[src/rtl/hazard_scoreboard_pkg.sv]
// Shared types and timing constants for the ID-stage hazard scoreboard.
package hazard_scoreboard_pkg;

  localparam int unsigned NREGS      = 16;
  localparam int unsigned REG_W      = 4;
  localparam int unsigned CNT_W      = 2;
  localparam int unsigned NOFWD_WAIT = 2;
  localparam int unsigned LOAD_WAIT  = 1;
  localparam int unsigned ALU_WAIT   = 0;
  localparam int unsigned STALL_W    = 16;

  typedef logic [REG_W-1:0] reg_idx_t;
  typedef logic [CNT_W-1:0] haz_cnt_t;

  // Decoded instruction as presented by IF/ID to the issue check.
  typedef struct packed {
    logic     valid;
    reg_idx_t src1;
    reg_idx_t src2;
    logic     is_imm;
    logic     st_or_bne;
    reg_idx_t dest;
    logic     wb_en;
    logic     mem_r_en;
    logic     br_taken;
  } id_req_t;

  // Cycles until a freshly issued result becomes readable by a dependent instruction.
  function automatic haz_cnt_t wait_cycles(input logic fwd_en, input logic is_load);
    if (!fwd_en) begin
      return CNT_W'(NOFWD_WAIT);
    end
    return is_load ? CNT_W'(LOAD_WAIT) : CNT_W'(ALU_WAIT);
  endfunction

endpackage

[src/rtl/hazard_scoreboard_if.sv]
// ID-stage request and issue/stall response bundle for the hazard scoreboard.
interface hazard_scoreboard_if;
  import hazard_scoreboard_pkg::*;

  logic                fwd_en;
  id_req_t             id;
  logic                hazard_detected;
  logic                flush_if_id;
  logic                issue;
  logic [STALL_W-1:0]  stall_count;

  modport master (
    output fwd_en, id,
    input  hazard_detected, flush_if_id, issue, stall_count
  );

  modport slave (
    input  fwd_en, id,
    output hazard_detected, flush_if_id, issue, stall_count
  );

endinterface

[src/rtl/hazard_scoreboard_entry.sv]
// One register's countdown of cycles until its in-flight result is readable.
module scoreboard_entry
  import hazard_scoreboard_pkg::*;
(
  input  logic     clk,
  input  logic     rst_n,
  input  logic     i_load,
  input  haz_cnt_t i_load_val,
  output logic     o_busy
);

  haz_cnt_t r_cnt;

  // A new writer overrides whatever is in flight; otherwise count down to zero.
  always_ff @(posedge clk or negedge rst_n) begin
    if (!rst_n) begin
      r_cnt <= '0;
    end else if (i_load) begin
      r_cnt <= i_load_val;
    end else if (r_cnt != '0) begin
      r_cnt <= r_cnt - CNT_W'(1);
    end
  end

  assign o_busy = (r_cnt != '0);

endmodule

[src/rtl/hazard_scoreboard.sv]
// ID-stage issue controller: stalls on pending source results and flushes IF/ID on taken branches.
module hazard_scoreboard
  import hazard_scoreboard_pkg::*;
(
  input  logic               clk,
  input  logic               rst_n,
  hazard_scoreboard_if.slave bus
);

  logic [NREGS-1:0]   w_busy;
  logic [NREGS-1:0]   w_load;
  haz_cnt_t           w_load_val;
  logic               w_uses_src2;
  logic               w_eff_valid;
  logic               w_hazard;
  logic               w_issue;
  logic               w_flush;
  logic               r_squash;
  logic [STALL_W-1:0] r_stall_count;

  // Outputs are forced low while reset is held, even though they are combinational.
  assign w_uses_src2 = ~bus.id.is_imm | bus.id.st_or_bne;
  assign w_eff_valid = rst_n & bus.id.valid & ~r_squash;
  assign w_hazard    = w_eff_valid &
                       (w_busy[bus.id.src1] | (w_uses_src2 & w_busy[bus.id.src2]));
  assign w_issue     = w_eff_valid & ~w_hazard;
  assign w_flush     = w_issue & bus.id.br_taken;
  assign w_load_val  = wait_cycles(bus.fwd_en, bus.id.mem_r_en);

  always_comb begin
    w_load = '0;
    if (w_issue && bus.id.wb_en) begin
      w_load[bus.id.dest] = 1'b1;
    end
  end

  for (genvar g = 0; g < NREGS; g++) begin : g_entry
    scoreboard_entry u_entry (
      .clk        (clk),
      .rst_n      (rst_n),
      .i_load     (w_load[g]),
      .i_load_val (w_load_val),
      .o_busy     (w_busy[g])
    );
  end

  // Squash forces exactly one non-issue cycle after a flush; stall count saturates.
  always_ff @(posedge clk or negedge rst_n) begin
    if (!rst_n) begin
      r_squash      <= 1'b0;
      r_stall_count <= '0;
    end else begin
      r_squash <= w_flush;
      if (w_hazard && (r_stall_count != '1)) begin
        r_stall_count <= r_stall_count + STALL_W'(1);
      end
    end
  end

  assign bus.hazard_detected = w_hazard;
  assign bus.issue           = w_issue;
  assign bus.flush_if_id     = w_flush;
  assign bus.stall_count     = r_stall_count;

endmodule

[src/flat_wrapper.sv]
// flat-port wrapper written by rule: the top's interface ports become plain ports
module hazard_scoreboard_flat import hazard_scoreboard_pkg::*;
  (clk, rst_n, bus_fwd_en, bus_id, bus_hazard_detected, bus_flush_if_id, bus_issue, bus_stall_count);
  hazard_scoreboard_if bus_i ();
  input  logic clk;
  input  logic rst_n;
  input wire logic [$bits(bus_i.fwd_en)-1:0] bus_fwd_en;
  input wire logic [$bits(bus_i.id)-1:0] bus_id;
  output wire logic [$bits(bus_i.hazard_detected)-1:0] bus_hazard_detected;
  output wire logic [$bits(bus_i.flush_if_id)-1:0] bus_flush_if_id;
  output wire logic [$bits(bus_i.issue)-1:0] bus_issue;
  output wire logic [$bits(bus_i.stall_count)-1:0] bus_stall_count;
  assign bus_i.fwd_en = bus_fwd_en;
  assign bus_i.id = bus_id;
  assign bus_hazard_detected = bus_i.hazard_detected;
  assign bus_flush_if_id = bus_i.flush_if_id;
  assign bus_issue = bus_i.issue;
  assign bus_stall_count = bus_i.stall_count;
  hazard_scoreboard u_core (.clk(clk), .rst_n(rst_n), .bus(bus_i));
endmodule
[config.mk]
export PLATFORM = sky130hd
export DESIGN_NAME = hazard_scoreboard_flat
export DESIGN_NICKNAME = d
export VERILOG_FILES = /design/src/rtl/hazard_scoreboard_pkg.sv /design/src/rtl/hazard_scoreboard_if.sv /design/src/rtl/hazard_scoreboard_entry.sv /design/src/rtl/hazard_scoreboard.sv /design/src/flat_wrapper.sv
export SDC_FILE = /design/constraint.sdc
export NUM_CORES = 1
export LEC_CHECK = 0
export ABC_CLOCK_PERIOD_IN_PS = 7400
export BUFFER_PORTS_ARGS = -buffer_cell sky130_fd_sc_hd__buf_4
export CAP_MARGIN = 25
export CORE_AREA = 3 3 77 134
export CTS_CLUSTER_SIZE = 40
export DETAILED_ROUTE_END_ITERATION = 12
export DIE_AREA = 0 0 80 137
export PLACE_DENSITY = 0.53
export RECOVER_POWER = 100
export SYNTH_ARGS = -nofsm -noshare
export SYNTH_HDL_FRONTEND = slang
export SYNTH_SLANG_ARGS = --single-unit
[constraint.sdc]
create_clock -name clk -period 7.4 [get_ports clk]
set_clock_uncertainty 0.2 [all_clocks]
set_input_delay 1.48 -clock clk [delete_from_list [all_inputs] [get_ports clk]]
set_output_delay 1.48 -clock clk [all_outputs]
set_load 0.02 [all_outputs]
Yosys cells after proc, flatten, opt, wreduce, memory -nomap -nowiden
Cells that the tools add are included.
Widths: inputs -> output; s select.

storage, ports and cells
  flip-flop bits (word level) = 49
  bits of input ports = 21
  output and inout port bits = 19
  logic and storage cells = 127

operators by class
  add/sub/neg operators = 17
  magnitude comparators = 4
  equal/unequal tests = 1
  multiplexer cells = 41
  bitwise logic cells = 11
  reduce and logical (&&, ||, !) cells = 35

operator list
  cell                   number
  $mux 2                 33
  $reduce_bool 2->1      32
  $sub 2x1->2 const B    16
  $add 16x1->16 const B  1
  $mux 16                1
  $ne 16x16->1 const B   1
  $lt 4x5->1 const B     3
  $bmux 1 s4             2
  $and 1x1->1            6
  $demux 1 s4            1
  $ge 4x1->1 const B     1
  $mux 1                 4
  $logic_and 1x1->1      3
  $not 1->1              3
  $or 1x1->1             2

Longest topological paths before layout
Gate-level depths: netlist of the first run.

  depth in word-level cells = 11
  gate-level depth with buffers = 9
  depth with buffers taken out = 8

Modules after synthesis
A second synthesis of the first run with hierarchy kept.

unflattened totals
  cells, all modules = 351
  area total of the unflattened synthesis = 3300.7 um2

modules (own cells, without submodules)
  module             instances  cells an instance  area each (um2)  seq. area each (um2)
  scoreboard_entry   16         13                 120.1            50.0
  hazard_scoreboard  1          143                1378.8           425.4

Worst setup path before layout of the first run
Ideal clock, no wire load.

  kind = input -> output
  start = in bus_id[9]
  end = out bus_hazard_detected
  arrival = 3.056 ns
  path slack = 2.664 ns
  stages = 7
  path through = buf_2 > mux4_2 > mux2i_1 > nor2_1 > o21a_1 > clkbuf_1 > nor2_1

between the ends
  longest elaborated chain between the ends = 5

ends and longest elaborated chain
  element                       RTL line                 RTL
  start: declaration            flat_wrapper.sv:8        input wire logic [$bits(bus_i.id)-1:0] bus_id;
  $bmux 1 s4                    hazard_scoreboard.sv:25  (w_busy[bus.id.src1] | (w_uses_src2 & w_busy[bus.id.src2]));
  $mux 1 (implied by the code)  hazard_scoreboard.sv:25
  $and 1x1->1                   hazard_scoreboard.sv:25
  $or 1x1->1                    hazard_scoreboard.sv:25
  $and 1x1->1                   hazard_scoreboard.sv:24  assign w_hazard = w_eff_valid &
  end: declaration              flat_wrapper.sv:9        output wire logic [$bits(bus_i.hazard_detected)-1:0] bus_hazard_detected;

Every way passes these cells. The select of a mux whose other input is x is not followed.

Final worst setup path of the first run
  start = in bus_id[9]
  end = out bus_issue

between the ends
  longest elaborated chain between the ends = 7

ends and longest elaborated chain
  element                       RTL line                 RTL
  $bmux 1 s4                    hazard_scoreboard.sv:25
  $mux 1 (implied by the code)  hazard_scoreboard.sv:25
  $and 1x1->1                   hazard_scoreboard.sv:25
  $or 1x1->1                    hazard_scoreboard.sv:25
  $and 1x1->1                   hazard_scoreboard.sv:24
  $not 1->1                     hazard_scoreboard.sv:26  assign w_issue = w_eff_valid & ~w_hazard;
  $and 1x1->1                   hazard_scoreboard.sv:26
  end: declaration              flat_wrapper.sv:11       output wire logic [$bits(bus_i.issue)-1:0] bus_issue;

Every way passes these cells. The select of a mux whose other input is x is not followed.

==> results of run 1 <==
-- sequential cells by signal, summed over array words and instances, names as in the netlist --
register	cells
u_core.g_entry.u_entry.r_cnt	32
u_core.r_squash	1
u_core.bus.stall_count	16
-- placed cells by master, fill, tap and decap left out, types with 2 or more instances in the layout --
cell type and n:
sky130_fd_sc_hd__ha_1 33, sky130_fd_sc_hd__o21ai_0 2, sky130_fd_sc_hd__mux4_2 7, sky130_fd_sc_hd__and2_1 2, sky130_fd_sc_hd__nand3_1 21, sky130_fd_sc_hd__o22ai_1 2
sky130_fd_sc_hd__mux2_2 17, sky130_fd_sc_hd__dfrtp_1 49, sky130_fd_sc_hd__clkbuf_1 21, sky130_fd_sc_hd__clkbuf_16 5, sky130_fd_sc_hd__and4_1 4, sky130_fd_sc_hd__inv_1 33
sky130_fd_sc_hd__buf_4 19, sky130_fd_sc_hd__xor2_1 21, sky130_fd_sc_hd__xnor2_1 10, sky130_fd_sc_hd__nand2b_1 3, sky130_fd_sc_hd__nor3_1 5, sky130_fd_sc_hd__nor2b_1 4
sky130_fd_sc_hd__a21oi_1 2, sky130_fd_sc_hd__and3_1 8, sky130_fd_sc_hd__nand2_1 6, sky130_fd_sc_hd__nand4_1 7, sky130_fd_sc_hd__mux2i_1 36, sky130_fd_sc_hd__nor2_1 13
-- worst min-delay path by stage --
stage | start | end | slack [ns] | cells after the start
finish | u_core.bus.stall_count[6]$_DFFE_PN0P_ | u_core.bus.stall_count[6]$_DFFE_PN0P_ | 0.28 | 1
global route | u_core.bus.stall_count[6]$_DFFE_PN0P_ | u_core.bus.stall_count[6]$_DFFE_PN0P_ | 0.30 | 1
CTS | u_core.bus.stall_count[6]$_DFFE_PN0P_ | u_core.bus.stall_count[6]$_DFFE_PN0P_ | 0.29 | 1
detailed placement | u_core.bus.stall_count[6]$_DFFE_PN0P_ | u_core.bus.stall_count[6]$_DFFE_PN0P_ | 0.28 | 1
global placement | u_core.bus.stall_count[6]$_DFFE_PN0P_ | u_core.bus.stall_count[6]$_DFFE_PN0P_ | 0.28 | 1
floorplan | u_core.g_entry[9].u_entry.r_cnt[1]$_DFFE_PN0P_ | u_core.g_entry[9].u_entry.r_cnt[1]$_DFFE_PN0P_ | 0.33 | 2
-- layout make-up --
type	instances	area share
Clock buffer	7	0.0382
Multi-Input combinational cell	210	0.501
Tap cell	122	0.0409
Inverter	33	0.0332
Timing Repair Buffer	39	0.0584
Sequential cell	49	0.329
-- where the power goes --
part / switching [uW] / internal, uW / total, uW
Clock: 96.0 / 133 / 229
Sequential: 60.6 / 384 / 445
Combinational: 346 / 332 / 678
-- worst max-delay path, stage by stage --
cell and delay (ns):
sky130_fd_sc_hd__clkbuf_1 0.30, sky130_fd_sc_hd__mux4_2 0.55, sky130_fd_sc_hd__mux2i_1 0.20, sky130_fd_sc_hd__nor2_1 0.07, sky130_fd_sc_hd__o21ai_0 0.71, sky130_fd_sc_hd__nor2_1 0.07
sky130_fd_sc_hd__clkbuf_1 0.21
-- through the flow --
step	hold slack (ns)	worst slack, ns	total power, uW	util	instance area [um2]
6_report	0.283	2.12	1350	0.396	3730
5_1_grt	0.302	1.95	1490	0.396	3730
4_1_cts	0.290	2.42	1390	0.404	3800
3_5_place_dp	0.278	2.42	1160	0.389	3660
3_3_place_gp	0.283	2.46	1130	0.389	3660
2_1_floorplan	0.332	2.66	968	-	3240
-- kinds of logic after synthesis --
| kind of cell | after synthesis | share of synthesized area |
|---|---|---|
| and+or+nand+nor | 76 | 0.125 |
| muxes | 60 | 0.219 |
| DFF | 49 | 0.378 |
| buffers and inverters | 39 | 0.0459 |
| adders and majority gates | 33 | 0.127 |
| xor gates and xnor gates | 31 | 0.0838 |
| AOI/OAI and AO/OA | 10 | 0.0205 |
-- per-layer routing --
layer  up-vias  routed length, um  track usage
met1      1130               2980        0.170
li1       1112                  -            -
met3        12                363       0.0310
met4         0                278       0.0733
met2        56               4040        0.270
met5         -                  0            0
==> results summary, run 1 <==
The run finished with clean final reports. Setup repair after global routing left no endpoint under its margin. The hold buffer count at CTS is 0. The layout overhead on the synthesized area is 15.1%.

The total core area is 9410 um2. The proportion of netlist area held by the largest area contributor came out at 0.378. The depth of the worst register-to-register path is 8. The horizontal extent of the die came out at 80 um. The final number of max-transition violations came out at 0. The area of the mapped netlist came out at 3240 um2.

At the end of routability-driven placement, the weighted congestion stood at 0.823. The H-tree depth reported by CTS is 2. The area used by multi-input combinational logic is 1870 um2.

The clock latency of the later-clocked register in the worst-skew pair came out at 0.29 ns. The period utilization is 0.713. By area the synthesized netlist is led by sky130_fd_sc_hd__dfrtp_1, sky130_fd_sc_hd__ha_1, sky130_fd_sc_hd__mux2i_1. Dividing the detail-routed wire length by the instance count gives 16.7 um. The setup TNS is 0 ns. The maximum number of pins on one net before global-route repair came out at 51. During placement, the flow inserted port buffers numbering 39. The critical path is of the input port to primary output type. The floorplan die height came out at 137 um. The placed cell count is 453. The tightest min-delay check is of the flip-flop to flip-flop type.

The via density per instance came out at 5.02. The total wirelength of the detailed-routed design came out at 7670 um. The total clock sinks came out at 49. The worst path needs 5.28 ns of the cycle, external delays included. The sequential standard cell area came out at 1230 um2. The number of nets still failing antenna checks after routing came out at 0.

The site row count came out at 47. The static leakage is 0.00190 uW. Yosys instantiated no cell more often than sky130_fd_sc_hd__dfrtp_1.

The transition time of the tightest slew-check pin came out at 0.908 ns. Buffers inserted during clock tree synthesis total 5. The synthesized design contains 0 enable-type register cells. The sum of net half-perimeters after detailed placement came out at 5970 um. Power spread over the standard cell area amounts to 362 nW/um2. The fraction of final layout cells with drive strength greater than 1 is 0.148. The endpoint identified for the worst register-to-register timing path is u_core.bus.stall_count[15]$_DFFE_PN0P_. For this configuration, the core starts out at a cell density of 0.345. The reg2reg setup slack came out at 4.50 ns.

The number of warning messages in the yosys log is 0. The share of synthesized registers carrying an async set or reset is 1.00. The critical path starts at bus_id[9]. In this run the worst setup path terminates at bus_issue. Across every metal layer, demand over resource in global routing totals 0.152. The number of fill cells is 949. The arrival time reported for the critical path endpoint came out at 3.60 ns. The worst-case IR drop observed on VDD is 0.184 mV. The first detailed-routing pass ran for 4 iterations. The worst setup path is captured at a primary output.

For this run, the leading register cell type out of synthesis is sky130_fd_sc_hd__dfrtp_1. The headroom to the max-slew limit came out at 0.388. In this run, post-CTS repair resized a total of 0 instances. The remaining global-route overflow came out at 0. The tree is rooted in a sky130_fd_sc_hd__clkbuf_16. The gate count of the mapped netlist is 298. The post-layout instance count excluding filler cells is 460. The I/O pin count is 40. The first global-routing pass estimated 12400 um of wire. The number of antenna violations at the first check in global routing came to 0. The worst setup path is launched from an input port.

The fmax is 0.190 GHz. The top fanout value on the critical path is 7. The synthesized area per cell is 10.9 um2. The library cell occupying the most area in the post-synthesis netlist is sky130_fd_sc_hd__dfrtp_1. Clock-pin slew was measured on the worst setup and hold paths at 0.06 ns. The count of antenna diodes in the layout came out at 0.

The required time of the critical path came out at 5.72 ns. The number of storage elements in the synthesis netlist is 49. The share of the Yosys chip area taken by registers is 0.378. Synthesis produced a netlist with a net count of 352. The final net count is 392. The maximum clock insertion buffer count came out at 2. TritonCTS built the clock tree.

The post-CTS setup-driven buffer insertion count is 0. The via count came out at 2310. In this run, distinct cell masters in the synthesized netlist total 30. The commonest cells after synthesis are sky130_fd_sc_hd__dfrtp_1, sky130_fd_sc_hd__mux2i_1, sky130_fd_sc_hd__ha_1, sky130_fd_sc_hd__inv_1. The worst register-to-register path begins at u_core.g_entry[3].u_entry.r_cnt[0]$_DFFE_PN0P_. The die footprint came out at 11000 um2. The number of global-route vias before repair is 2386.

The count of endpoints failing setup in the final report came out at 0. The remaining routing DRC violations is 0. In this run, the number of DRC markers left after iteration 0 of detailed routing was 80. The number of hold violations in the final report came out at 0. The number of violations of the max-capacitance limit is 0.
Power figures use the tool's default switching activity.
==> run 2, diff against run 1 <==
--- a/config.mk
+++ b/config.mk
@@ -5,14 +5,15 @@
 export SDC_FILE = /design/constraint.sdc
 export NUM_CORES = 1
 export LEC_CHECK = 0
-export ABC_CLOCK_PERIOD_IN_PS = 7400
+export ABC_AREA = 1
+export ABC_CLOCK_PERIOD_IN_PS = 5300
 export BUFFER_PORTS_ARGS = -buffer_cell sky130_fd_sc_hd__buf_4
 export CAP_MARGIN = 25
-export CORE_AREA = 3 3 77 134
+export CORE_AREA = 3 3 82 142
 export CTS_CLUSTER_SIZE = 40
 export DETAILED_ROUTE_END_ITERATION = 12
-export DIE_AREA = 0 0 80 137
-export PLACE_DENSITY = 0.53
+export DIE_AREA = 0 0 85 145
+export PLACE_DENSITY = 0.52
 export RECOVER_POWER = 100
 export SYNTH_ARGS = -nofsm -noshare
 export SYNTH_HDL_FRONTEND = slang
==> constraint.sdc (replaced) <==
create_clock -name clk -period 5.3 [get_ports clk]
set_clock_uncertainty 0.2 [all_clocks]
set_input_delay 1.06 -clock clk [delete_from_list [all_inputs] [get_ports clk]]
set_output_delay 1.06 -clock clk [all_outputs]
set_load 0.02 [all_outputs]
==> run 2 against run 1 <==
Against the previous run:
- worst hold slack better by 0.023 ns
- utilization down 1.7 points
- synthesized cell count grew 68%
- first-iteration DRC count increased by 71%
- sequential power grew 41%
- register-to-register slack got worse by 2.5 ns
- clock power grew 35%
- routed wire length increased by 22%
- critical endpoint is now bus_flush_if_id
- the run now ends with max-capacitance violations, max-slew violations left
- critical path depth up 3
- via count up 37%
- design area is 8.7% higher
- power grew 49%
==> results summary, run 2 <==
The number of storage elements in the synthesis netlist came out at 49. Counting instances in the post-synthesis netlist gives the leading cell types as sky130_fd_sc_hd__nand2_1, sky130_fd_sc_hd__inv_1, sky130_fd_sc_hd__nand3_1. From synthesis to final layout, the design area changed by 10.3%. The I/O pin count is 40. Using the TritonRoute via totals, the vias-per-cell ratio works out to 4.70. Among all stages on the critical path, the largest delay is contributed by sky130_fd_sc_hd__clkinvlp_2. The number of hold violations in the final report was 0. The library cell occupying the most area in the post-synthesis netlist is sky130_fd_sc_hd__dfrtp_1.

In this run the deepest clock path goes through 2 buffers. Prior to clock tree synthesis, the placed netlist has a worst setup slack of 1.72 ns. The die footprint is 12300 um2.

The synthesized area per cell is 7.32 um2. The compound-cell area share of the yosys netlist is 0.0361. The count of cell types in the netlist came out at 28.

Of the synthesized area, sequential elements account for 0.334. The remaining routing DRC violations is 0. The CTS buffer count is 5. The placed cell area is 4080 um2.

The final design instance area without fill came out at 4050 um2. The gate count of the mapped netlist came out at 502. The hold buffer count at CTS is 0.

Of all flip-flops after synthesis, the portion carrying an async set or reset was 1.00. The setup TNS is 0 ns. The dominant combinational cell family by area after synthesis is simple AND/OR/NAND/NOR gates.

The first routing iteration left 137 violations. In this run the most critical hold path is launched from u_core.g_entry[3].u_entry.r_cnt[1]$_DFFE_PN0P_. 0 antenna diodes ended up in the layout. The worst register-to-register path begins at u_core.bus.stall_count[0]$_DFFE_PN0P_.

VDD sags by at most 0.216 mV. The number of warning messages in the yosys log came out at 0. The number of search-and-repair iterations in the first detailed-routing pass is 4. The number of synthesized flops with an enable pin came out at 0. Setup repair after global routing left no endpoint under its margin. The depth of the worst register-to-register path came out at 12.

The signal on the critical path passes through clkbuf_1, clkinvlp_2, nand2_1, nand3_1, nand3_1, nand3_1, nand3_1, nand3_1, nor2_1, clkbuf_1. The total wirelength of the detailed-routed design is 9340 um. For the worst setup path, the data required time is 4.04 ns. The kind of end point of the critical path is a primary output. The top fanout value on the critical path came out at 9. The tool flagged a number of max-cap violations equal to 1. Yosys instantiated no cell more often than sky130_fd_sc_hd__nand2_1. The met2 usage is 0.311. The tree is rooted in a sky130_fd_sc_hd__clkbuf_16. The starting utilization of the core area came out at 0.344. On the worst path, the slowest cell contributes a delay of 0.37 ns.

The period utilization came out at 0.784. The final net count is 596. The time the worst path needs with I/O delays and setup is 4.15 ns. The floorplan die height is 145 um.

The reg2reg setup slack came out at 1.98 ns. The worst setup path category is input port to primary output. The number of antenna violations at the first check in global routing is 0.

The share of the core filled with cells in the final layout came out at 0.379. The number of nets still failing antenna checks after routing is 0. Static timing analysis puts the maximum clock frequency at 0.241 GHz. Of the total synthesized cell area, the portion taken by XOR and XNOR cells is 0.0644. In the global route stage, overall resource usage came out at 0.161. At the worst endpoint, the arrival time is 2.89 ns. The site row count came out at 50. The most numerous cell type found on the critical path is sky130_fd_sc_hd__nand3_1. Ranked by total cell area, the synthesized netlist is headed by sky130_fd_sc_hd__dfrtp_1, sky130_fd_sc_hd__nand2_1, sky130_fd_sc_hd__ha_1. The clock-pin slew on the worst setup and hold paths is 0.06 ns.

The remaining global-route overflow is 0. The horizontal extent of the die came out at 85 um. TritonCTS built the clock tree. For hold timing, the worst endpoint is u_core.g_entry[3].u_entry.r_cnt[1]$_DFFE_PN0P_.

The area of the mapped netlist came out at 3670 um2. The synthesized net count came out at 556. In the global route stage, met3 resource usage came out at 0.0222.

In this run the worst hold path is classified as flip-flop to flip-flop. Of the post-synthesis cell area, the dominant cell type holds 0.334. The final number of max-transition violations is 50.

The count of endpoints failing setup in the final report is 0. After clock tree synthesis, the setup repair step added 0 buffers. The top cell types in the final layout, fill and taps aside, are sky130_fd_sc_hd__nand2_1, sky130_fd_sc_hd__inv_1, sky130_fd_sc_hd__nand3_1. The number of global-route vias before repair was 3227. Routability-driven placement finished with a final weighted congestion of 0.905.

After legalization and detailed placement, the total HPWL measured 7430 um. The region available for standard cell placement spans 10700 um2. The maximum number of pins on one net before global-route repair came out at 50.

For this design the static power due to leakage is 0.00206 uW. The area share of and/or/nand/nor cells after synthesis is 0.314. The multiplexer share of the synthesized area is 0.0306.

The worst setup path is launched from an input port. The via count is 3156. The later pin in the worst-skew pair is clocked with a latency of 0.29 ns. The fraction of final layout cells with drive strength greater than 1 came out at 0.0795. After layout, the worst setup slack is 1.15 ns. The met1 capacity usage during global routing is 0.159. The final reports fail on max-capacitance violations, max-slew violations. The clock tree synthesis step divided the H-tree into 2 levels.

After clock tree synthesis, the repair step resized 0 gates. Dividing total power by cell area gives a power density of 497 nW/um2. The most frequent standard cell in the layout excluding fill and tap cells is sky130_fd_sc_hd__nand2_1. The worst hold path passes through 2 cells. The flow ran to the end, but the final reports show violations. The post-detailed-route wirelength per cell is 13.9 um. The predominant post-synthesis flop cell is sky130_fd_sc_hd__dfrtp_1. The headroom to the max-slew limit came out at -0.885.

The arithmetic-cell share of the synthesized area counting full adders, half adders and majority gates came out at 0.112. The wire length of the first global-routing pass came out at 15500 um. The register with the highest flop count is u_core.g_entry.u_entry.r_cnt. The total clock sinks came out at 49.

For the pin with the worst max-slew slack, the measured transition is 2.83 ns. The register with the most flip-flops in the layout has 32 of them. The port buffer count is 39. The layer flagged by global routing as most heavily used is met2. The worst register-to-register path ends at u_core.bus.stall_count[12]$_DFFE_PN0P_.
run 2: worst max-delay path: cells and delay by family:
| family | cells | cell delay (ns) |
|---|---|---|
| and+or+nand+nor | 7 | 0.90 |
| buffers and inverters | 3 | 0.92 |
run 2: layout make-up:
| cell class | count | area (um2) |
|---|---|---|
| clock buffers | 5 | 125 |
| clock inverters | 1 | 5.00 |
| fillers | 1174 | 6640 |
| inverters | 89 | 339 |
| multi-input cells | 357 | 1980 |
| flip-flops and latches | 49 | 1230 |
| well taps | 130 | 163 |
| repair buffers | 40 | 218 |
run 2: logic make-up after synthesis:
family / Yosys count
fa+ha+maj: 33
mux: 10
flops: 49
simple gates: 265
compound gates: 22
buf+inv: 96
xor+xnor: 27
run 2: where the power goes:
group	switching [uW]	internal, uW
clock network	140	169
registers	88.8	540
logic	602	476
total	831	1190
run 2: worst max path at each step:
stage,startpoint,slack [ns],endpoint,cells past startpoint
after floorplan,bus_id[9],1.95,bus_flush_if_id,10
after global placement,bus_id[9],1.76,bus_flush_if_id,11
after detailed placement,bus_id[13],1.72,bus_flush_if_id,11
after CTS,bus_id[13],1.71,bus_flush_if_id,11
after global routing,bus_id[9],0.85,bus_flush_if_id,10
final,bus_id[9],1.15,bus_flush_if_id,10
run 2: metrics by stage:
step / total power [uW] / instances / hold WS, ns
after floorplan: 1490 / 502 / 0.279
after global placement: 1740 / 665 / 0.292
after detailed placement: 1770 / 665 / 0.299
after CTS: 2100 / 671 / 0.311
after global routing: 2250 / 671 / 0.327
final: 2020 / 671 / 0.306
run 2: routing by layer:
metal / vias up / wire (um)
met5: - / 0
met4: 0 / 346
met1: 1454 / 3450
met2: 59 / 5280
met3: 16 / 256
li1: 1627 / -
==> run 3, diff against run 2 <==
--- a/config.mk
+++ b/config.mk
@@ -6,7 +6,7 @@
 export NUM_CORES = 1
 export LEC_CHECK = 0
 export ABC_AREA = 1
-export ABC_CLOCK_PERIOD_IN_PS = 5300
+export ABC_CLOCK_PERIOD_IN_PS = 4150
 export BUFFER_PORTS_ARGS = -buffer_cell sky130_fd_sc_hd__buf_4
 export CAP_MARGIN = 25
 export CORE_AREA = 3 3 82 142
==> constraint.sdc (replaced) <==
create_clock -name clk -period 4.15 [get_ports clk]
set_clock_uncertainty 0.2 [all_clocks]
set_input_delay 0.83 -clock clk [delete_from_list [all_inputs] [get_ports clk]]
set_output_delay 0.83 -clock clk [all_outputs]
set_load 0.02 [all_outputs]
==> run 3 against run 2 <==
Against the previous run:
- the flow now finishes without violations
- sequential share of layout area shrank 0.12 points
- critical path depth is the same
- global-route usage shrank 1.2 points
- worst hold slack gained 0.0037 ns
- routed wire length shrank 2.8%
- register-to-register slack lost 0.84 ns
- sequential power grew 28%
- count of clock-buffer cells in the layout grew 1
- design area grew 0.40%
- cell count grew 0.30%
- worst setup slack lost 0.29 ns
- utilization grew 0.15 points
- largest cell class unchanged
- largest power group unchanged
==> results summary, run 3 (synthesis results as in run 2) <==
The flow ran to the end, and the final reports show no timing, DRC or antenna violations. The maximum clock insertion buffer count came out at 2. The starting DRC count in detailed routing came out at 90. The number of cells on the worst reg-to-reg path is 13.

The total routing resource utilization after global routing came out at 0.149. The top fanout value on the critical path came out at 9. The worst setup path is captured at a primary output. The CTS buffer count is 5. The post-CTS setup-driven buffer insertion count is 0. Counting flops per register, the top entry is u_core.g_entry.u_entry.r_cnt. The post-detailed-route wirelength per cell came out at 13.5 um. The tree built by TritonCTS fans out to 49 sinks. The I/O pin count is 40.

The maximum number of pins on one net before global-route repair is 50. The arrival time reported for the critical path endpoint is 2.26 ns. The sum of net half-perimeters after detailed placement came out at 7210 um. The transition time of the tightest slew-check pin came out at 0.739 ns. The flip-flop count of the largest register after layout is 32. The maximum vdd ir drop came out at 0.320 mV. The finished cells cover 4070 um2.

Setup repair after global routing left no endpoint under its margin. The number of fill cells came out at 1180. The layout overhead on the synthesized area came out at 10.8%. The worst setup path is of the input port to primary output kind. The weighted congestion at the end of routability-driven global placement is 0.834. After clock tree synthesis, the clock-pin slew on the worst setup and hold paths is 0.07 ns.

The final number of max-transition violations is 0. STA puts the critical path data required time at 3.12 ns. The hold buffer count at CTS is 0. The port buffer count is 39. The via count came out at 3144. Leaving out fill and tap cells, the most frequent cells in the layout are sky130_fd_sc_hd__nand2_1, sky130_fd_sc_hd__inv_1, sky130_fd_sc_hd__nand3_1. The count of antenna diodes in the layout came out at 0. The switching share of power is 0.411.

The min-delay analysis places its worst path in the category flip-flop to flip-flop. The number of hold violations in the final report came to 0. The count of endpoints failing setup in the final report came out at 0.

The number of nets still failing antenna checks after routing is 0. The setup TNS is 0 ns. The die covers 12300 um2. The first global-routing pass estimated 14400 um of wire. The remaining routing DRC violations came out at 0.

The fraction of final layout cells with drive strength greater than 1 came out at 0.0810. The floorplan step defined a core boundary enclosing 10700 um2. The sequential share of power is 0.311. In this run the tightest slew margin relative to its limit is 0.505. The number of antenna violations at the first check in global routing came to 0. The number of global-route vias before repair is 3045.

The placed instances occupy a cell area of 4080 um2. The category of the worst setup path launch point is an input port. The internal power contribution came out at 1520 uW. The number of violations of the max-capacitance limit came out at 0. The period utilization came out at 0.793. The floorplan die height came out at 145 um. Summed over all layers, the routed wires come to 9070 um. The count of cells resized by post-cts repair is 0. The power dissipated by switching net loads is 1060 uW.

Summed over all layers, the global routing overflow is 0. The fmax came out at 0.304 GHz. The fraction of power consumed by combinational cells is 0.534. The share of total power dissipated in the clock network is 0.154.

The library cell used most frequently in the layout, excluding fill and tap cells, is sky130_fd_sc_hd__nand2_1. The routed design could run at a clock period as short as 3.29 ns. The clock latency of the later-clocked register in the worst-skew pair came out at 0.29 ns.

Summing all flip-flop and latch instances after layout gives 1230 um2. The worst hold path stage count came out at 2. The horizontal extent of the die is 85 um. The H-tree depth reported by CTS came out at 2. The area used by multi-input combinational logic is 1970 um2.

The final net count came out at 596. The static leakage is 0.00209 uW. The site row count came out at 50. The via density per instance is 4.67. In this run the clock root is driven by a sky130_fd_sc_hd__clkbuf_16.

The first TritonRoute pass finished after 5 iterations. The initial utilization of the core area, before any placement, comes to 0.344. Dividing total power by cell area gives a power density of 636 nW/um2. TritonCTS built the clock tree.
run 3: cell type report:
cell class	instances	area share
tap	130	0.0400
inverter	89	0.0836
timing repair buffer	40	0.0563
clock inverter	2	0.00246
clock buffer	6	0.0317
sequential	49	0.301
multi-input combinational	357	0.485
run 3: power groups by stage:
stage | Combinational [uW] | Sequential, uW | Clock, uW
final | 1380 | 805 | 400
after global routing | 1590 | 830 | 437
after CTS | 1460 | 806 | 418
after detailed placement | 1450 | 813 | 0
after global placement | 1410 | 810 | 0
after floorplan | 1070 | 832 | 0
run 3: worst max-delay path, cell delays in order:
cell and delay [ns]:
sky130_fd_sc_hd__buf_4 0.15, sky130_fd_sc_hd__clkinvlp_2 0.28, sky130_fd_sc_hd__nand2_1 0.13, sky130_fd_sc_hd__nand3_1 0.10, sky130_fd_sc_hd__nand3_1 0.09, sky130_fd_sc_hd__nand2_1 0.06
sky130_fd_sc_hd__nand2_1 0.05, sky130_fd_sc_hd__nand2_1 0.09, sky130_fd_sc_hd__a21oi_1 0.28, sky130_fd_sc_hd__buf_4 0.20
run 3: worst paths after layout:
check	to	slack [ns]	start
setup / recovery	bus_hazard_detected	0.86	bus_id[13]
hold / removal	u_core.g_entry[15].u_entry.r_cnt[1]$_DFFE_PN0P_	0.31	u_core.g_entry[15].u_entry.r_cnt[1]$_DFFE_PN0P_
setup reg to reg	u_core.g_entry[8].u_entry.r_cnt[1]$_DFFE_PN0P_	1.14	u_core.g_entry[0].u_entry.r_cnt[0]$_DFFE_PN0P_
hold reg to reg	u_core.g_entry[15].u_entry.r_cnt[1]$_DFFE_PN0P_	0.31	u_core.g_entry[15].u_entry.r_cnt[1]$_DFFE_PN0P_
max in group asynchronous	u_core.bus.stall_count[3]$_DFFE_PN0P_	2.77	rst_n
min in group asynchronous	u_core.bus.stall_count[14]$_DFFE_PN0P_	0.51	rst_n
run 3: per-layer routing:
metal | up-vias | track usage | part of all wire
met5 | - | 0 | 0
met4 | 0 | 0.0848 | 0.049
met3 | 24 | 0.0193 | 0.034
met2 | 67 | 0.276 | 0.53
met1 | 1429 | 0.155 | 0.38
li1 | 1624 | - | -
run 3: per-stage QoR:
stage,utilization,power (uW),setup slack [ns],std cells,hold slack (ns)
floorplan,-,1900,1.26,502,0.279
global placement,0.381,2220,0.874,665,0.292
detailed placement,0.381,2260,0.852,665,0.300
CTS,0.394,2680,1.06,673,0.314
global route,0.380,2850,0.614,673,0.343
finish,0.380,2590,0.861,673,0.309
